`src/rtl/rr_mux4_arbiter.sv`:
```
// -----------------------------------------------------------------------------
// rr_mux4_arbiter
//
// Round-robin arbiter and sequencer for a shared 4-to-1 single-bit channel.
// One requester at a time is granted for a burst of at most MAX_BURST
// transfers. The block drives the mux select and forwards the granted
// requester's data bit to `out`, qualified by `valid`.
//
// Parameters:
//   MAX_BURST  maximum transfers per grant (1..15)
//
// Ports:
//   clk    in   rising-edge clock
//   rst    in   synchronous active-high reset
//   req    in   [0:3] request, bit i = requester i
//   in     in   [0:3] data bit, bit i = requester i
//   sel    out  [0:1] registered binary index of the granted requester
//   gnt    out  [0:3] registered one-hot grant, bit i = requester i; 0 when idle
//   valid  out  combinational, a transfer happens this cycle
//   out    out  combinational, in[sel] while valid, else 0
// -----------------------------------------------------------------------------
module rr_mux4_arbiter #(
    parameter int MAX_BURST = 4
) (
    input  logic       clk,
    input  logic       rst,
    input  logic [0:3] req,
    input  logic [0:3] in,
    output logic [0:1] sel,
    output logic [0:3] gnt,
    output logic       valid,
    output logic       out
);

    typedef enum logic {
        IDLE  = 1'b0,
        GRANT = 1'b1
    } state_t;

    // Transfer count at which the current transfer is the last of the burst.
    localparam logic [3:0] LAST_CNT = 4'(MAX_BURST - 1);

    state_t     state, state_next;
    logic [1:0] ptr, ptr_next;       // index searched first
    logic [1:0] sel_q, sel_next;
    logic [3:0] cnt, cnt_next;       // transfers done in the current grant
    logic [3:0] gnt_q, gnt_next;     // bit i = requester i

    logic       cur_req;
    logic       release_now;
    logic [1:0] search_base;
    logic [1:0] win;
    logic       win_found;

    // -------------------------------------------------------------------------
    // Datapath toward the shared line
    // -------------------------------------------------------------------------
    assign cur_req = req[sel_q];
    assign valid   = (state == GRANT) && cur_req;
    assign out     = valid && in[sel_q];

    // A grant ends when the owner withdraws, or on its final burst transfer.
    assign release_now = (state == GRANT) && (!cur_req || (cnt == LAST_CNT));

    // On release the pointer moves past the current owner, and the search for
    // the follow-on grant already uses that new pointer, so the releasing
    // requester is considered last.
    assign search_base = release_now ? sel_q + 2'd1 : ptr;

    // -------------------------------------------------------------------------
    // Winner search: first requester at search_base, +1, +2, +3 (mod 4).
    // Scanning from the farthest offset down leaves the nearest one in `win`.
    // -------------------------------------------------------------------------
    always_comb begin
        logic [1:0] idx;
        win       = search_base;
        win_found = 1'b0;
        idx       = search_base;
        for (int k = 3; k >= 0; k--) begin
            idx = search_base + 2'(k);
            if (req[idx]) begin
                win       = idx;
                win_found = 1'b1;
            end
        end
    end

    // -------------------------------------------------------------------------
    // Next-state logic
    // -------------------------------------------------------------------------
    always_comb begin
        state_next = state;
        ptr_next   = ptr;
        sel_next   = sel_q;
        cnt_next   = cnt;
        gnt_next   = gnt_q;

        case (state)
            IDLE: begin
                if (win_found) begin
                    state_next = GRANT;
                    sel_next   = win;
                    cnt_next   = 4'd0;
                    gnt_next   = 4'b0001 << win;
                end
            end

            GRANT: begin
                if (release_now) begin
                    ptr_next = sel_q + 2'd1;
                    cnt_next = 4'd0;
                    if (win_found) begin
                        // Back-to-back handover, no idle bubble.
                        sel_next = win;
                        gnt_next = 4'b0001 << win;
                    end else begin
                        // sel keeps its last value while idle.
                        state_next = IDLE;
                        gnt_next   = 4'b0000;
                    end
                end else if (valid) begin
                    cnt_next = cnt + 4'd1;
                end
            end

            default: begin
                state_next = IDLE;
                gnt_next   = 4'b0000;
            end
        endcase
    end

    // -------------------------------------------------------------------------
    // State registers; reset wins over any release or transfer at the same edge.
    // -------------------------------------------------------------------------
    always_ff @(posedge clk) begin
        if (rst) begin
            state <= IDLE;
            ptr   <= 2'd0;
            sel_q <= 2'd0;
            cnt   <= 4'd0;
            gnt_q <= 4'b0000;
        end else begin
            state <= state_next;
            ptr   <= ptr_next;
            sel_q <= sel_next;
            cnt   <= cnt_next;
            gnt_q <= gnt_next;
        end
    end

    // Select is exported as a binary value.
    assign sel = sel_q;

    // Internal grant bit i maps to port bit i (requester i).
    for (genvar i = 0; i < 4; i++) begin : g_gnt
        assign gnt[i] = gnt_q[i];
    end

endmodule

```
`config.mk`:
```
export PLATFORM = sky130hd
export DESIGN_NAME = rr_mux4_arbiter
export DESIGN_NICKNAME = d
export VERILOG_FILES = /design/src/rtl/rr_mux4_arbiter.sv
export SDC_FILE = /design/constraint.sdc
export NUM_CORES = 1
export LEC_CHECK = 0
export ABC_AREA = 1
export BUFFER_PORTS_ARGS = -buffer_cell sky130_fd_sc_hd__buf_2
export CAP_MARGIN = 25
export CORE_MARGIN = 5
export CORE_UTILIZATION = 25
export DETAILED_ROUTE_END_ITERATION = 8
export GPL_ROUTABILITY_DRIVEN = 0
export GPL_TIMING_DRIVEN = 1
export HOLD_SLACK_MARGIN = 0.06
export SLEW_MARGIN = 5
export SYNTH_ARGS = -nofsm -noshare
export SYNTH_HDL_FRONTEND = slang
export SYNTH_SLANG_ARGS = --single-unit
```
`constraint.sdc`:
```
create_clock -name clk -period 3.45 [get_ports clk]
set_input_delay 0.5175 -clock clk [delete_from_list [all_inputs] [get_ports clk]]
set_output_delay 0.5175 -clock clk [all_outputs]
set_load 0.01 [all_outputs]
```
==> summary.txt <==
Pwr
  – Pwr Density: approximately 1000 nW/µm²
  – Pleak: between 0.5 and 0.6 nW
  – Total power draw: roughly 1.1 mW
  – VDD IR max: between 0.00015 and 0.0002 V

Global route
  – Initial antenna violation count: 0
  – Vias in the first global route: between 800 and 900
  – Total GRT Usage: under 10%
  – Pin count of the biggest net entering global routing: 12
  – Total gr overflow: 0
  – First-pass GRT wire length: 3981 µm

STA
  – Unrepaired setup endpoints after global routing: false
  – Final setup margin: roughly 1.2 ns
  – Worst Skew: approximately 0.0015 ns
  – Slew HR: between 70% and 80%
  – Slew Limit Fails: 0
  – Worst-Margin Slew: approximately 0.39 ns
  – Hold_ws: roughly 0.47 ns
  – Post-route clock period utilization: about two thirds
  – Period minus WS final: 2.284 ns
  – Fin. Hold Viols: 0
  – Final setup TNS: 0 ns
  – Finish-stage setup viols: 0
  – Fmax: between 400 and 500 MHz

Worst setup path
  – Crit path to: gnt_q[3]
  – CP Cell Sequence: inv_4, nand2_1, nand3_2, nand3_4, nand2_2, nand2_2, nand2_4, inv_2, nand2_1, nand2_1, nand2_1, nand3_2, nor2_4, nor2_2, nand4_1, a21oi_1
  – Worst reg2reg startpoint: sel[1]
  – CP Class: flip-flop to flip-flop
  – Worst r2r path cells: 16
  – Slowest-stage cell, CP: dfxtp_1
  – Critical path's largest stage delay: roughly 0.55 ns
  – CP Capture Type: flip-flop
  – Arr. time, crit path: between 2 and 2.5 ns
  – Most frequent CP cell: nand2_1
  – Crit-path max FO: 9
  – Worst Setup SP: sel[1]
  – Worst EP required: 3.62 ns
  – RR Endpoint: gnt_q[3]
  – Startpoint type of the worst setup path: flip-flop
  – R2R Setup Slk: 1.17 ns

Layout
  – Area Growth Syn to Fin: 18.40%
  – Fin util: between 30% and 40%
  – Layout cells sized above 1: 26.35%
  – Fin nets: roughly 180
  – Commonest non-fill, non-tap cell in the layout: nand2_1
  – Number of diodes: 0
  – Most frequent cells in the layout: 41 x nand2_1, 17 x nand3_1, 17 x buf_2, 15 x inv_1, 13 x dfxtp_1

CTS
  – Sink Count: 13
  – TritonCTS buffer count: 3
  – Post_cts resized: 0
  – Clock slew at reported path FFs: ~0.050 ns
  – H-tree levels: 1
  – Clk buf depth: 2
  – Hold buffer count at cts: 0
  – TritonCTS clock tree: yes
  – Post-CTS Setup Bufs: 0
  – Worst skew pair latency: approximately 0.24 ns
  – Root Buffer: clkbuf_8

Die
  – DIE AREA: around 5100 µm²
  – I/O pins: 18
  – Die width: ~70 µm
  – Initial Utilization: between 20 and 30%
  – Core Region: between 3000 and 4000 µm²
  – Row Count: 22
  – Die height: 71.72 µm

Synthesis
  – Synth top area share: about 27%
  – Mapped Area: 952.2 µm²
  – Synthesized Nets: 159
  – Cell count after synthesis: about 150
  – Area leader, netlist: dfxtp_1
  – Ranking of synthesized cells by area: dfxtp_1 27%, nand2_1 16%, nand3_1 8.9%, nand2_2 7.2%, a21oi_1 6.3%
  – Synth Register Bits: 13
  – Yosys warns: 0
  – Synth cell types: 24
  – Sequential cell area fraction in the yosys report: between 20 and 30%
  – Mean area per synthesized cell: between 6 and 7 µm²

Detailed routing
  – WL final: between 2000 and 2500 µm
  – Initial detailed-routing violation count: slightly below 100
  – Wire per inst: between 10 and 15 µm
  – Vias per cell: 4.521
  – Vias: ~970
  – Drt pass-1 iters: 4
  – Antenna-violating nets left: 0
  – DRC viols: 0

Min path
  – Tightest Hold Check Type: flip-flop to flip-flop

Run status
  – Status: finished, final reports clean

Placement
  – Pre-CTS setup slack: around 1.2 ns
  – Buffers added on ports: 17
  – DP Wirelength: roughly 1800 µm

Job
  – Max_cap viols: 0
## metrics by stage
stage	area [µm²]	std cells
floorplan	952.2	148
global placement	1082	211
detailed placement	1082	211
CTS	1127	215
global route	1127	215
finish	1127	215
## state kept, by name, indices dropped and copies added, names as in the netlist
signal / flops
cnt: 4
ptr: 2
gnt_q: 4
sel: 2
state: 1
## cell type report
type                       instances  area (µm²)
timing repair buffer              17       85.08
sequential                        13       260.3
inverter                          18       70.07
multi-input combinational        115       606.8
clock buffer                       4       45.04
fill                             437        2561
tap                               48       60.06
## kinds of logic (layout without fill, tap and decap cells)
family | Yosys count | count (layout) | share of synthesized area [%]
and+or+nand+nor | 90 | 90 | 47.57
adders and majority gates | 1 | 1 | 1.314
xor gates and xnor gates | 3 | 3 | 2.760
DFF | 13 | 13 | 27.33
buffers and inverters | 20 | 39 | 8.935
AOI/OAI and AO/OA | 21 | 21 | 12.09
## layer usage
| metal | up-vias | global-route usage, % | part of all wire, % |
|---|---|---|---|
| met5 | - | 0 | 0 |
| met4 | 0 | 1.879 | 0.36 |
| met3 | 2 | 3.086 | 7.8 |
| met2 | 28 | 13.88 | 44 |
| met1 | 431 | 13.50 | 48 |
| li1 | 511 | - | - |
## cell usage after synthesis
| library cell | instances |
|---|---|
| nor2_1 | 9 |
| and2_1 | 2 |
| nand2_4 | 1 |
| nand3_4 | 1 |
| o21ai_2 | 2 |
| o21bai_1 | 1 |
| nand4_1 | 2 |
| buf_6 | 1 |
| nand2_1 | 41 |
| o21ai_0 | 6 |
| nand2_2 | 11 |
| clkbuf_1 | 1 |
| xor2_1 | 1 |
| a21oi_1 | 12 |
| nor2_4 | 1 |
| ha_1 | 1 |
| inv_4 | 1 |
| xnor2_1 | 2 |
| nor2_2 | 1 |
| inv_1 | 15 |
| inv_2 | 2 |
| nand3_1 | 17 |
| nand3_2 | 4 |
| dfxtp_1 | 13 |
## power by group
| group | internal [mW] | total [mW] | switching (mW) |
|---|---|---|---|
| logic | 0.254 | 0.747 | 0.492 |
| clock network | 0.0815 | 0.134 | 0.0529 |
| registers | 0.192 | 0.236 | 0.0437 |
## critical path: cells and delay by family (launching register included)
kind	cells	cell delay, ns
and+or+nand+nor	13	1.35
buffers and inverters	2	0.17
AOI/OAI and AO/OA	1	0.14
DFF	1	0.55
## worst min-delay path by stage
stage / from / end / slack, ns / cells past startpoint
6_report: gnt_q[3] / gnt_q[3] / 0.47 / 2
5_1_grt: gnt_q[0] / gnt_q[0] / 0.48 / 2
4_1_cts: gnt_q[1] / gnt_q[1] / 0.47 / 2
3_5_place_dp: gnt_q[0] / gnt_q[0] / 0.46 / 2
3_3_place_gp: gnt_q[1] / gnt_q[1] / 0.45 / 2
2_1_floorplan: cnt[0] / cnt[0] / 0.45 / 1
(Power assumes the default switching activity.)
